--- src/rtl/tone_event_queue.sv ---
// ---------------------------------------------------------------------------
// tone_event_queue
//
// Buffers vend/error tone requests in a small FIFO and replays them one at a
// time toward the square-wave tone generator. Each replay is a single-cycle
// vend_event or error_event pulse. item_select is held stable between pulses.
// Replays are spaced by a full tone plus a silent gap, so a queued request
// never retriggers a tone that is still sounding.
//
// Parameters:
//   CLOCK_HZ  system clock frequency
//   TONE_MS   tone length (must match the generator)
//   GAP_MS    silence between queued tones (0 allowed)
//   DEPTH     FIFO entries, power of two, >= 2
//
// Ports:
//   clk          in   system clock, rising edge
//   rst_n        in   asynchronous active-low reset
//   vend_req     in   one-cycle vend request for item_req
//   error_req    in   one-cycle error request (wins over vend_req)
//   item_req     in   item index sampled with vend_req
//   vend_event   out  one-cycle pulse to the generator
//   error_event  out  one-cycle pulse to the generator
//   item_select  out  item of the current/last tone
//   busy         out  high whenever the sequencer is not idle
//   queue_count  out  entries currently buffered
//   drop_count   out  saturating count of discarded requests
//
// Optional feature: define TONE_QUEUE_COALESCE_EN to absorb a request that
// is identical to the current tail entry instead of enqueuing it again.
// ---------------------------------------------------------------------------
module tone_event_queue #(
    parameter int CLOCK_HZ = 100_000_000,
    parameter int TONE_MS  = 150,
    parameter int GAP_MS   = 20,
    parameter int DEPTH    = 4
) (
    input  logic                     clk,
    input  logic                     rst_n,
    input  logic                     vend_req,
    input  logic                     error_req,
    input  logic [1:0]               item_req,
    output logic                     vend_event,
    output logic                     error_event,
    output logic [1:0]               item_select,
    output logic                     busy,
    output logic [$clog2(DEPTH):0]   queue_count,
    output logic [7:0]               drop_count
);

    localparam int          AW          = $clog2(DEPTH);
    localparam logic [31:0] TONE_CYCLES = 32'((CLOCK_HZ / 1000) * TONE_MS);
    localparam logic [31:0] GAP_CYCLES  = 32'((CLOCK_HZ / 1000) * GAP_MS);

    typedef enum logic [1:0] {
        ST_IDLE = 2'd0,
        ST_FIRE = 2'd1,
        ST_PLAY = 2'd2,
        ST_GAP  = 2'd3
    } state_e;

    state_e         state_q, state_d;
    logic [31:0]    cnt_q, cnt_d;
    logic [AW:0]    wr_ptr_q, wr_ptr_d;
    logic [AW:0]    rd_ptr_q, rd_ptr_d;
    logic [2:0]     mem_q [DEPTH];
    logic           vend_event_q, vend_event_d;
    logic           error_event_q, error_event_d;
    logic [1:0]     item_q, item_d;
    logic           busy_q, busy_d;
    logic [7:0]     drop_q, drop_d;

    logic [AW:0]    count_s;
    logic           empty_s;
    logic [2:0]     head_s;
    logic [2:0]     tail_s;
    logic           pop_s;
    logic           req_valid_s;
    logic [2:0]     req_entry_s;
    logic           conflict_s;
    logic           room_s;
    logic           absorb_s;
    logic           push_s;
    logic           full_drop_s;
    logic [1:0]     drop_inc_s;
    logic [8:0]     drop_sum_s;

    // FIFO status, request resolution and drop accounting
    always_comb begin
        count_s     = wr_ptr_q - rd_ptr_q;
        empty_s     = (count_s == {(AW + 1){1'b0}});
        head_s      = mem_q[rd_ptr_q[AW-1:0]];
        tail_s      = mem_q[wr_ptr_q[AW-1:0] - AW'(1)];
        pop_s       = (state_q == ST_IDLE) && !empty_s;
        req_valid_s = vend_req | error_req;
        // Error entries always carry item 0; an error beats a same-cycle vend.
        req_entry_s = error_req ? 3'b100 : {1'b0, item_req};
        conflict_s  = vend_req & error_req;
        // A full FIFO still accepts when the head leaves on the same edge.
        room_s      = (count_s < (AW + 1)'(DEPTH)) || pop_s;
`ifdef TONE_QUEUE_COALESCE_EN
        absorb_s    = req_valid_s && !empty_s && (tail_s == req_entry_s);
`else
        absorb_s    = 1'b0;
`endif
        push_s      = req_valid_s && !absorb_s && room_s;
        full_drop_s = req_valid_s && !absorb_s && !room_s;
        drop_inc_s  = {1'b0, conflict_s} + {1'b0, full_drop_s};
        drop_sum_s  = {1'b0, drop_q} + {7'd0, drop_inc_s};
        if (drop_sum_s[8]) begin
            drop_d = 8'hFF;
        end else begin
            drop_d = drop_sum_s[7:0];
        end
        wr_ptr_d = wr_ptr_q + {{AW{1'b0}}, push_s};
        rd_ptr_d = rd_ptr_q + {{AW{1'b0}}, pop_s};
    end

    // Sequencer next state; counters load terminal-count minus one on entry
    always_comb begin
        state_d       = state_q;
        cnt_d         = cnt_q;
        vend_event_d  = 1'b0;
        error_event_d = 1'b0;
        item_d        = item_q;
        case (state_q)
            ST_IDLE: begin
                if (!empty_s) begin
                    state_d       = ST_FIRE;
                    vend_event_d  = !head_s[2];
                    error_event_d = head_s[2];
                    item_d        = head_s[1:0];
                end else begin
                    state_d = ST_IDLE;
                end
            end
            ST_FIRE: begin
                state_d = ST_PLAY;
                cnt_d   = TONE_CYCLES - 32'd1;
            end
            ST_PLAY: begin
                if (cnt_q == 32'd0) begin
                    if (GAP_CYCLES == 32'd0) begin
                        state_d = ST_IDLE;
                    end else begin
                        state_d = ST_GAP;
                        cnt_d   = GAP_CYCLES - 32'd1;
                    end
                end else begin
                    cnt_d = cnt_q - 32'd1;
                end
            end
            ST_GAP: begin
                if (cnt_q == 32'd0) begin
                    state_d = ST_IDLE;
                end else begin
                    cnt_d = cnt_q - 32'd1;
                end
            end
            default: begin
                state_d = ST_IDLE;
            end
        endcase
        busy_d = (state_d != ST_IDLE);
    end

    // State, pointers, counters and registered outputs
    always_ff @(posedge clk or negedge rst_n) begin
        if (!rst_n) begin
            state_q       <= ST_IDLE;
            cnt_q         <= 32'd0;
            wr_ptr_q      <= {(AW + 1){1'b0}};
            rd_ptr_q      <= {(AW + 1){1'b0}};
            vend_event_q  <= 1'b0;
            error_event_q <= 1'b0;
            item_q        <= 2'd0;
            busy_q        <= 1'b0;
            drop_q        <= 8'd0;
        end else begin
            state_q       <= state_d;
            cnt_q         <= cnt_d;
            wr_ptr_q      <= wr_ptr_d;
            rd_ptr_q      <= rd_ptr_d;
            vend_event_q  <= vend_event_d;
            error_event_q <= error_event_d;
            item_q        <= item_d;
            busy_q        <= busy_d;
            drop_q        <= drop_d;
        end
    end

    // FIFO storage
    always_ff @(posedge clk or negedge rst_n) begin
        if (!rst_n) begin
            for (int i = 0; i < DEPTH; i++) begin
                mem_q[i] <= 3'd0;
            end
        end else if (push_s) begin
            mem_q[wr_ptr_q[AW-1:0]] <= req_entry_s;
        end
    end

    assign vend_event  = vend_event_q;
    assign error_event = error_event_q;
    assign item_select = item_q;
    assign busy        = busy_q;
    assign queue_count = count_s;
    assign drop_count  = drop_q;

endmodule
--- config.mk ---
export PLATFORM = sky130hd
export DESIGN_NAME = tone_event_queue
export DESIGN_NICKNAME = d
export VERILOG_FILES = /design/src/rtl/tone_event_queue.sv
export SDC_FILE = /design/constraint.sdc
export NUM_CORES = 1
export LEC_CHECK = 0
export BUFFER_PORTS_ARGS = -buffer_cell sky130_fd_sc_hd__buf_4
export CAP_MARGIN = 10
export CORE_MARGIN = 3
export CORE_UTILIZATION = 50
export CTS_CLUSTER_DIAMETER = 60
export DETAILED_ROUTE_END_ITERATION = 16
export PLACE_DENSITY = 0.77
export SLEW_MARGIN = 20
export SYNTH_ARGS = -nofsm -noshare
export SYNTH_HDL_FRONTEND = slang
export SYNTH_SLANG_ARGS = --single-unit
--- constraint.sdc ---
create_clock -name clk -period 2.5 [get_ports clk]
set_input_delay 0 -clock clk [delete_from_list [all_inputs] [get_ports clk]]
set_output_delay 0 -clock clk [all_outputs]
set_load 0.02 [all_outputs]
=== Yosys cells after proc, flatten, opt, wreduce, memory -nomap -nowiden ===
Cells that the tools add are included.

* Reduce and logical (&&, ||, !) cells: 15
* Muxes and demuxes: 19
* Order comparisons: 4
* $add $sub $neg: 6
* Eq/ne operators: 4
* Bitwise gates (word level): 5

{| class="wikitable"
|+ Operator list
! operator !! number
|-
| 32-bit case mux with 3 select lines || 1
|-
| 32-bit two-way mux || 2
|-
| 32-bit logical NOT || 1
|-
| 32-bit by 1-bit subtractor with 32-bit output (second input constant) || 1
|-
| 12-bit bitwise mux || 1
|-
| 3-bit two-way mux || 4
|-
| 8-bit by 2-bit adder with 9-bit output || 1
|-
| 8-bit two-way mux || 1
|-
| 2-bit case mux with 4 select lines || 1
|-
| 3-bit by 1-bit adder with 3-bit output || 2
|-
| 3-bit binary-select mux with 2-bit select || 1
|-
| 3-bit demux with 2-bit select || 1
|-
| 3-bit greater-or-equal comparator (second input constant) || 2
|-
| 2-bit inverter with 3-bit output || 2
|-
| 1-bit two-way mux || 5
|-
| 2-bit equality test (second input constant) || 2
|-
| 1-bit logical AND || 4
|-
| 2-bit two-way mux || 2
|-
| 2-bit AND reduction || 2
|-
| 1-bit logical NOT || 3
|-
| 3-bit logical NOT || 1
|-
| 3-bit by 1-bit < comparator with 1-bit output (second input constant) || 1
|-
| 3-bit < comparator (second input constant) || 1
|-
| 3-bit nonzero test || 1
|-
| other kinds (10) || 10
|}

* Register bits: 65
* Word-level logic and storage cells: 66
* Output and inout port bits: 16

=== Depth between registers and ports, before layout ===
Gate-level depths: netlist of the first run.

* Word-level depth: 10
* Mapped depth: 12

=== Worst setup path before layout of the first run ===
No wires, ideal clock.

* Path kind: register to register
* Start: register rd_ptr_q[0]
* End: register drop_q[5], in the netlist drop_count[5]
* Clock period less this slack: 2.602 ns
* Path buffers: 0
* Library setup time: 0.134 ns
* Stages on the path, launching flop included: 12
* Slack: -0.102 ns
* Data arrival time: 2.469 ns
* Cells stage by stage: dfrtp_1 ha_1 fa_1 xor3_1 nand2_1 nor2_1 fa_1 ha_1 nand2_1 nor2_1 nand3_1 o21ai_0

* Cells in the longest elaborated chain, start to end: 10

{| class="wikitable"
|+ Ends and longest elaborated chain
! item !! RTL line !! source
|-
| from (decl) || 65 || <nowiki>logic [AW:0] rd_ptr_q, rd_ptr_d;</nowiki>
|-
| from (signal assigned) || 173 || <nowiki>rd_ptr_q <= {(AW + 1){1'b0}};</nowiki>
|-
| from (signal assigned) || 183 || <nowiki>rd_ptr_q <= rd_ptr_d;</nowiki>
|-
| 3-bit subtractor (*) || 90 || <nowiki>count_s = wr_ptr_q - rd_ptr_q;</nowiki>
|-
| net queue_count[2] || 47 || <nowiki>output logic [$clog2(DEPTH):0] queue_count,</nowiki>
|-
| branches (longest 3 deep; another with 3-bit < comparator) || - ||
|-
| 1-bit logical OR (*) || 100 || <nowiki>room_s = (count_s < (AW + 1)'(DEPTH)) || pop_s;</nowiki>
|-
| 1-bit logical NOT (*) || 107 || <nowiki>full_drop_s = req_valid_s && !absorb_s && !room_s;</nowiki>
|-
| 1-bit logical AND (*) || 107 ||
|-
| 1-bit by 1-bit adder with 2-bit output (*) || 108 || <nowiki>drop_inc_s = {1'b0, conflict_s} + {1'b0, full_drop_s};</nowiki>
|-
| 8-bit by 2-bit adder with 9-bit output (*) || 109 || <nowiki>drop_sum_s = {1'b0, drop_q} + {7'd0, drop_inc_s};</nowiki>
|-
| 8-bit two-way mux (*) || 110 || <nowiki>if (drop_sum_s[8]) begin</nowiki>
|-
| net drop_d[5] || 71 || <nowiki>logic [7:0] drop_q, drop_d;</nowiki>
|-
| to (signal assigned) || 188 || <nowiki>drop_q <= drop_d;</nowiki>
|-
| to (decl) || 71 ||
|}

Mark *: on every way through the listed nets, which the timed path passes.
A chain may end at the register's enable or synchronous reset.

=== Final worst setup path of the first run ===
* Start: register cnt_q[0]
* End: register cnt_q[19]

* Cells in the longest elaborated chain, start to end: 3

{| class="wikitable"
|+ Ends and longest elaborated chain
! item !! RTL line !! source
|-
| from (decl) || 63 || <nowiki>logic [31:0] cnt_q, cnt_d;</nowiki>
|-
| from (signal assigned) || 181 || <nowiki>cnt_q <= cnt_d;</nowiki>
|-
| 32-bit by 1-bit subtractor with 32-bit output / 32-bit logical NOT (equally long branches) || - ||
|-
| 32-bit two-way mux, or another cell as far along || 154 || <nowiki>if (cnt_q == 32'd0) begin</nowiki>
|-
| 32-bit case mux with 3 select lines / 2-bit AND reduction (equally long branches) || - ||
|}

Parallel ways exist; a longest one is shown, timed or not. The select of a mux whose other input is x is not followed.

==> results.cfg, run 1 <==
[timing]
setup_viol = 0
min_period_ns = 2.39
holdWs_ns = 0.164
skew_ns = 0.0114
tightestPinTransition_ns = 0.819
relSlewSlack_pct = 45.4
finalHoldViolCount = 0
timing.final.crit_share_pct = 95.5
fmax_mhz = 419
drv_slew = 0
final.setup.tns_ns = 0

[critical_path]
arrival_ns = 2.62
critPathLaunchType = flip-flop
worst_setup_path_end_kind = flip-flop
crit_type = flip-flop to flip-flop
path_max_fanout = 17
ff2ff_path_depth = 7
r2r_start = cnt_q[0]
reg2reg_slack_ns = 0.11
r2r-end = cnt_q[19]
required_ns = 2.74

[placed_design]
portBuffers = 21
gp_congestion = 0.858
numPlacedInstances = 496
post-dp-hpwl_mm = 5.70

[power]
p_switching_uw = 1730
switching_share_pct = 37.6
p_per_area_nw_per_um2 = 1060
pwr-share-comb_pct = 42.0
ir_worst_vdd_uv = 1290
p_seq_share_pct = 35.7
leakagePower_uw = 0.00192
p_clk_share_pct = 22.2
internal-power_uw = 2870

[die]
io_pins = 22
die_w_um = 91.3
rows = 30
start_util_pct = 52.6
dieArea_um2 = 8330
placeableCoreArea_um2 = 6910
die_h_um = 91.3

[clocking]
clk_path_buf_depth = 2
cts_root_buf = clkbuf_8
clkLatencyLatePin_ns = 0.35
cts_tree = yes
clk_pin_slew_ns = 0.08
numClockSinks = 65
htree_levels = 3
cts_setup_buffers = 0
cts_made_buffers = 9

[worst_hold_path]
hold_end = mem_q[10]
hp-start = item_req[1]
hold_depth = 3
hold_path_class = input pin to flip-flop

[run_status]
status = complete, no violations

[grt]
grt_max_degree = 66
grt.total_usage_pct = 21.7
antenna_found_initial = 0
grt-ovfl-total = 0
grt_pass1_vias = 3010
grt_pass1_wl_mm = 14.6

[cells_and_area]
drive_above_1_share_pct = 26.8
areaGrowthSynthToFinish_pct = 19.5
nNetsFinal = 428
mostFrequentLayoutCell = dfrtp_1
final_cells = 514
antenna_cells = 0
fillers = 585
layout_common_cells = dfrtp_1, buf_4, nand2_1

[synthesis]
synth-seq-cells = 65
syn_inst = 369
synth_ff_type = dfrtp_1
async_flop_share_pct = 100
synth_nets = 384
yosysUniqueCellTypes = 65
synth_top_area_share_pct = 44.7
ys_seq_area_share_pct = 44.7
avgSynthCellArea_um2 = 9.85
ys_top_cells_by_area = dfrtp_1, mux2_2, nor3_1, nand2_1, a21oi_1
yosysWarningCount = 0
netlist_area_um2 = 3640
synth_top_cell_by_area = dfrtp_1
synth_edf_count = 0

[routing]
drtIter0Drc = 280
drt_wl_total_mm = 8.54
wl_per_cell_um = 16.6
vias_per_cell = 6.02
ant_nets = 0
firstDrtPassIters = 5
vias = 3096
drc = 0

[flow_run]
maxCapViolations = 0
## flip-flops by register name, summed over array words and instances, names as in the netlist
register	cells
vend_event	1
cnt_q	32
state_q	2
drop_count	8
rd_ptr_q	3
wr_ptr_q	3
error_event	1
busy	1
mem_q	12
item_select	2
## cell usage after synthesis (4+ instances only)
library cell  instances
o21ai_1               4
o211ai_1              5
nand4_1               4
clkbuf_1             12
or2_2                 5
dfrtp_1              65
nand2_1              25
or4_1                 5
a21oi_1              18
ha_1                  7
nor3_1               19
nor2_1               24
nor2b_1               4
inv_1                22
o21ai_0              15
o221ai_1              4
o22ai_1               7
mux2_2               15
xnor2_1               4
a31oi_1               7
nand3_1              18
or3_1                 7
## per-layer routing
| metal | routed length, um | vias to the layer above | global-route usage [%] | part of all wire (%) |
|---|---|---|---|---|
| li1 | - | 1463 | - | - |
| met1 | 3920 | 1533 | 29.3 | 46 |
| met2 | 4150 | 85 | 35.7 | 49 |
| met3 | 347 | 15 | 2.98 | 4.1 |
| met4 | 126 | 0 | 7.66 | 1.5 |
| met5 | 0 | - | 0 | 0 |
## stage by stage
stage	total power (uW)	cell area (um2)	util, %	worst slack (ns)
global route	4890	4350	62.9	-0.00208
floorplan	2830	3670	-	-0.0668
global placement	3450	4090	59.2	0.0498
finish	4600	4350	62.9	0.113
detailed placement	3550	4090	59.2	-0.0361
CTS	4600	4340	62.8	0.0953
## critical path, cell delays in order, from the launching register on
cell and delay [ns]:
dfrtp_1 0.39, inv_1 0.11, ha_1 0.17, nor3b_1 0.36
and4_2 0.41, nand4_4 0.30, mux2_2 0.37, o21a_1 0.17
## logic make-up (layout without fill, tap and decap cells)
family | count (synthesis) | count (layout) | synth area share, %
compound gates | 88 | 88 | 16.3
xor+xnor | 8 | 8 | 2.34
fa+ha+maj | 9 | 9 | 3.51
buf+inv | 40 | 89 | 4.44
flops | 65 | 65 | 44.7
mux | 20 | 20 | 7.05
simple gates | 139 | 139 | 21.6
## area by class of cell
type / instances / area, um2 / share of cell area, %
Timing Repair Buffer: 50 / 393 / 9.04
Sequential cell: 65 / 1630 / 37.4
Clock buffer: 9 / 124 / 2.85
Tap cell: 96 / 120 / 2.76
Multi-Input combinational cell: 264 / 1890 / 43.6
Clock inverter: 7 / 103 / 2.36
Inverter: 23 / 86.3 / 1.99
## how the worst max path moves through the flow
stage,start,endpoint
2_1_floorplan,wr_ptr_q[0],drop_count[7]
3_3_place_gp,wr_ptr_q[0],drop_count[5]
3_5_place_dp,wr_ptr_q[0],drop_count[5]
4_1_cts,wr_ptr_q[0],drop_count[5]
5_1_grt,wr_ptr_q[0],drop_count[5]
6_report,cnt_q[0],cnt_q[19]
## power groups by stage
stage	Combinational, uW	Sequential (uW)	Clock (uW)
6_report	1940	1640	1020
5_1_grt	2120	1690	1080
4_1_cts	1930	1640	1030
3_5_place_dp	1890	1650	0
3_3_place_gp	1820	1640	0
2_1_floorplan	1130	1710	0
## timing repair
item,CTS,global route
pin swaps,2,0
setup endpoints to repair,7,6
gates resized for setup,2,3
hold buffers,2,0
hold endpoints to repair,69,0
Note: power is estimated with default switching activity, not from simulation.
==> inputs of run 2 (changes only) <==
- ABC_AREA: unset -> 1
==> run 2 against run 1 <==
Effect of this change:
- the run now ends with setup timing left
- maximum frequency shrank 7.4%
- core utilization fell by 0.39 points
- clock power about the same
- die area increased by 0.23%
- critical path depth is 6 higher
- flip-flop and latch count did not move
- sequential share of layout area hardly changed
- worst hold slack got worse by 0.14 ns
- first-iteration DRC count is 5.4% higher
- setup slack lost 0.19 ns
- non-clock buffer count is 13 lower
- critical endpoint is now drop_count[4]
- largest power group unchanged
==> results.cfg, run 2 <==
[critical_path]
arrival_ns = 2.86
path_max_fanout = 4
required_ns = 2.78
worst_setup_path_end_kind = flip-flop
critPathLaunchType = flip-flop
crit_type = flip-flop to flip-flop

[timing]
holdWs_ns = 0.0220
relSlewSlack_pct = 41.3
min_period_ns = 2.58
skew_ns = 0.00636
timing.final.crit_share_pct = 103
drv_slew = 0
finalHoldViolCount = 0
finalWorstSetupSlack_ns = -0.0783
fmax_mhz = 388
setup_viol = 8
tightestPinTransition_ns = 0.856
rsz0062_at_grt = true

[synthesis]
synth-seq-cells = 65
ys_top_cells_by_count = nand2_1, nor2_1, dfrtp_1, inv_1
synth_edf_count = 0
synth_top_area_share_pct = 44.6
yosysUniqueCellTypes = 31
yosysWarningCount = 0
synth_nets = 506
yosysMostFrequentCell = nand2_1
netlist_area_um2 = 3640
synth_ff_type = dfrtp_1
ys_seq_area_share_pct = 44.6
synth_top_cell_by_area = dfrtp_1
avgSynthCellArea_um2 = 7.42
syn_inst = 491
ys_top_cells_by_area = dfrtp_1, nand2_1, nor2_1, inv_1, nand3_1
async_flop_share_pct = 100

[die]
die_w_um = 91.4
rows = 30
dieArea_um2 = 8350
start_util_pct = 52.5
placeableCoreArea_um2 = 6940
die_h_um = 91.4
io_pins = 22

[routing]
ant_nets = 0
firstDrtPassIters = 5
vias = 3270
drt_wl_total_mm = 8.46
vias_per_cell = 5.14
drtIter0Drc = 295
wl_per_cell_um = 13.3
drc = 0

[placed_design]
gp_congestion = 0.893
numPlacedInstances = 615
post-dp-hpwl_mm = 5.91
portBuffers = 21

[clocking]
clk_pin_slew_ns = 0.08
cts_tree = yes
cts_made_buffers = 9
clk_path_buf_depth = 2
cts_root_buf = clkbuf_8
clkLatencyLatePin_ns = 0.34
numClockSinks = 65
htree_levels = 3

[cells_and_area]
final_cells = 636
antenna_cells = 0
areaGrowthSynthToFinish_pct = 19.2
drive_above_1_share_pct = 16.3
largest_register_ffs = 32
utilization_pct = 62.5
nNetsFinal = 550
largest_register = cnt_q
layout_common_cells = nand2_1, nor2_1, dfrtp_1
mostFrequentLayoutCell = nand2_1

[grt]
grt_max_degree = 66
grt_pass1_vias = 3114
grt.total_usage_pct = 20.9
grt-ovfl-total = 0
grt_pass1_wl_mm = 14.3
antenna_found_initial = 0

[power]
ir_worst_vdd_uv = 885
p_per_area_nw_per_um2 = 1190
leakagePower_uw = 0.00225

[run_status]
status = complete, but fails checks
violations = setup timing

[worst_hold_path]
hold_path_class = input pin to flip-flop

[flow_run]
maxCapViolations = 0
[run 2: through the flow]
step,cell area (um2),total power (uW),setup TNS [ns],setup slack [ns]
5_1_grt,4340,5590,-1.40,-0.204
6_report,4340,5180,-0.301,-0.0783
4_1_cts,4280,5060,-0.458,-0.110
3_5_place_dp,4030,3970,-0.260,-0.134
2_1_floorplan,3710,3210,-1.05,-0.251
3_3_place_gp,4030,3880,-0.0266,-0.0266
[run 2: kinds of logic after synthesis]
family,after synthesis,synth area share [%]
xor+xnor,13,3.12
mux,1,0.275
flops,65,44.6
compound gates,68,9.96
buf+inv,55,6.32
simple gates,280,32.2
fa+ha+maj,9,3.50
[run 2: final timing paths]
kind,startpoint,end,slack [ns],cells past startpoint
worst min-delay path,item_req[1],mem_q[1],0.02,3
min in group asynchronous,rst_n,cnt_q[8],0.28,2
worst min register to register,cnt_q[0],cnt_q[0],0.49,1
worst max-delay path,rd_ptr_q[0],drop_count[4],-0.08,13
worst max register to register,rd_ptr_q[0],drop_count[4],-0.08,13
max in group asynchronous,rst_n,rd_ptr_q[0],1.62,2
[run 2: cell type report]
| type | count | area (um2) |
|---|---|---|
| Clock inverter | 5 | 81.3 |
| Clock buffer | 11 | 131 |
| Inverter | 51 | 191 |
| Multi-Input combinational cell | 371 | 1910 |
| Fill cell | 609 | 2600 |
| Sequential cell | 65 | 1630 |
| Timing Repair Buffer | 37 | 280 |
| Tap cell | 96 | 120 |
[run 2: repair_timing]
action | 4_1_cts | 5_1_grt
pin swaps | 6 | 8
endpoints found under the setup margin | 8 | 9
endpoints found under the hold margin | 65 | 0
resized for setup | 3 | 10
hold buffers | 1 | 0
setup buffers | 2 | 2
[run 2: critical path, stage by stage, from the launching register on]
cell and delay (ns):
dfrtp_2 0.43, ha_4 0.16, fa_2 0.38, xor2_4 0.19, xor2_2 0.19, nand2_2 0.11, a21oi_2 0.14, fa_2 0.25
ha_4 0.15, nand2_4 0.07, nor2_2 0.09, inv_1 0.06, or2_4 0.22, nand3_2 0.06
[run 2: per-layer routing]
| metal | share of wire, % | vias to the layer above | GRT usage (%) |
|---|---|---|---|
| li1 | - | 1635 | - |
| met1 | 46 | 1545 | 27.4 |
| met2 | 49 | 73 | 34.9 |
| met3 | 3.3 | 17 | 2.82 |
| met4 | 2.0 | 0 | 8.54 |
| met5 | 0 | - | 0 |
[run 2: report_power, final]
group	leakage (uW)	internal (uW)	total, uW	switching (uW)
logic	0.00133	1050	2390	1340
clock network	0.000104	563	992	429
registers	0.000813	1420	1800	378
total	0.00225	3030	5180	2150
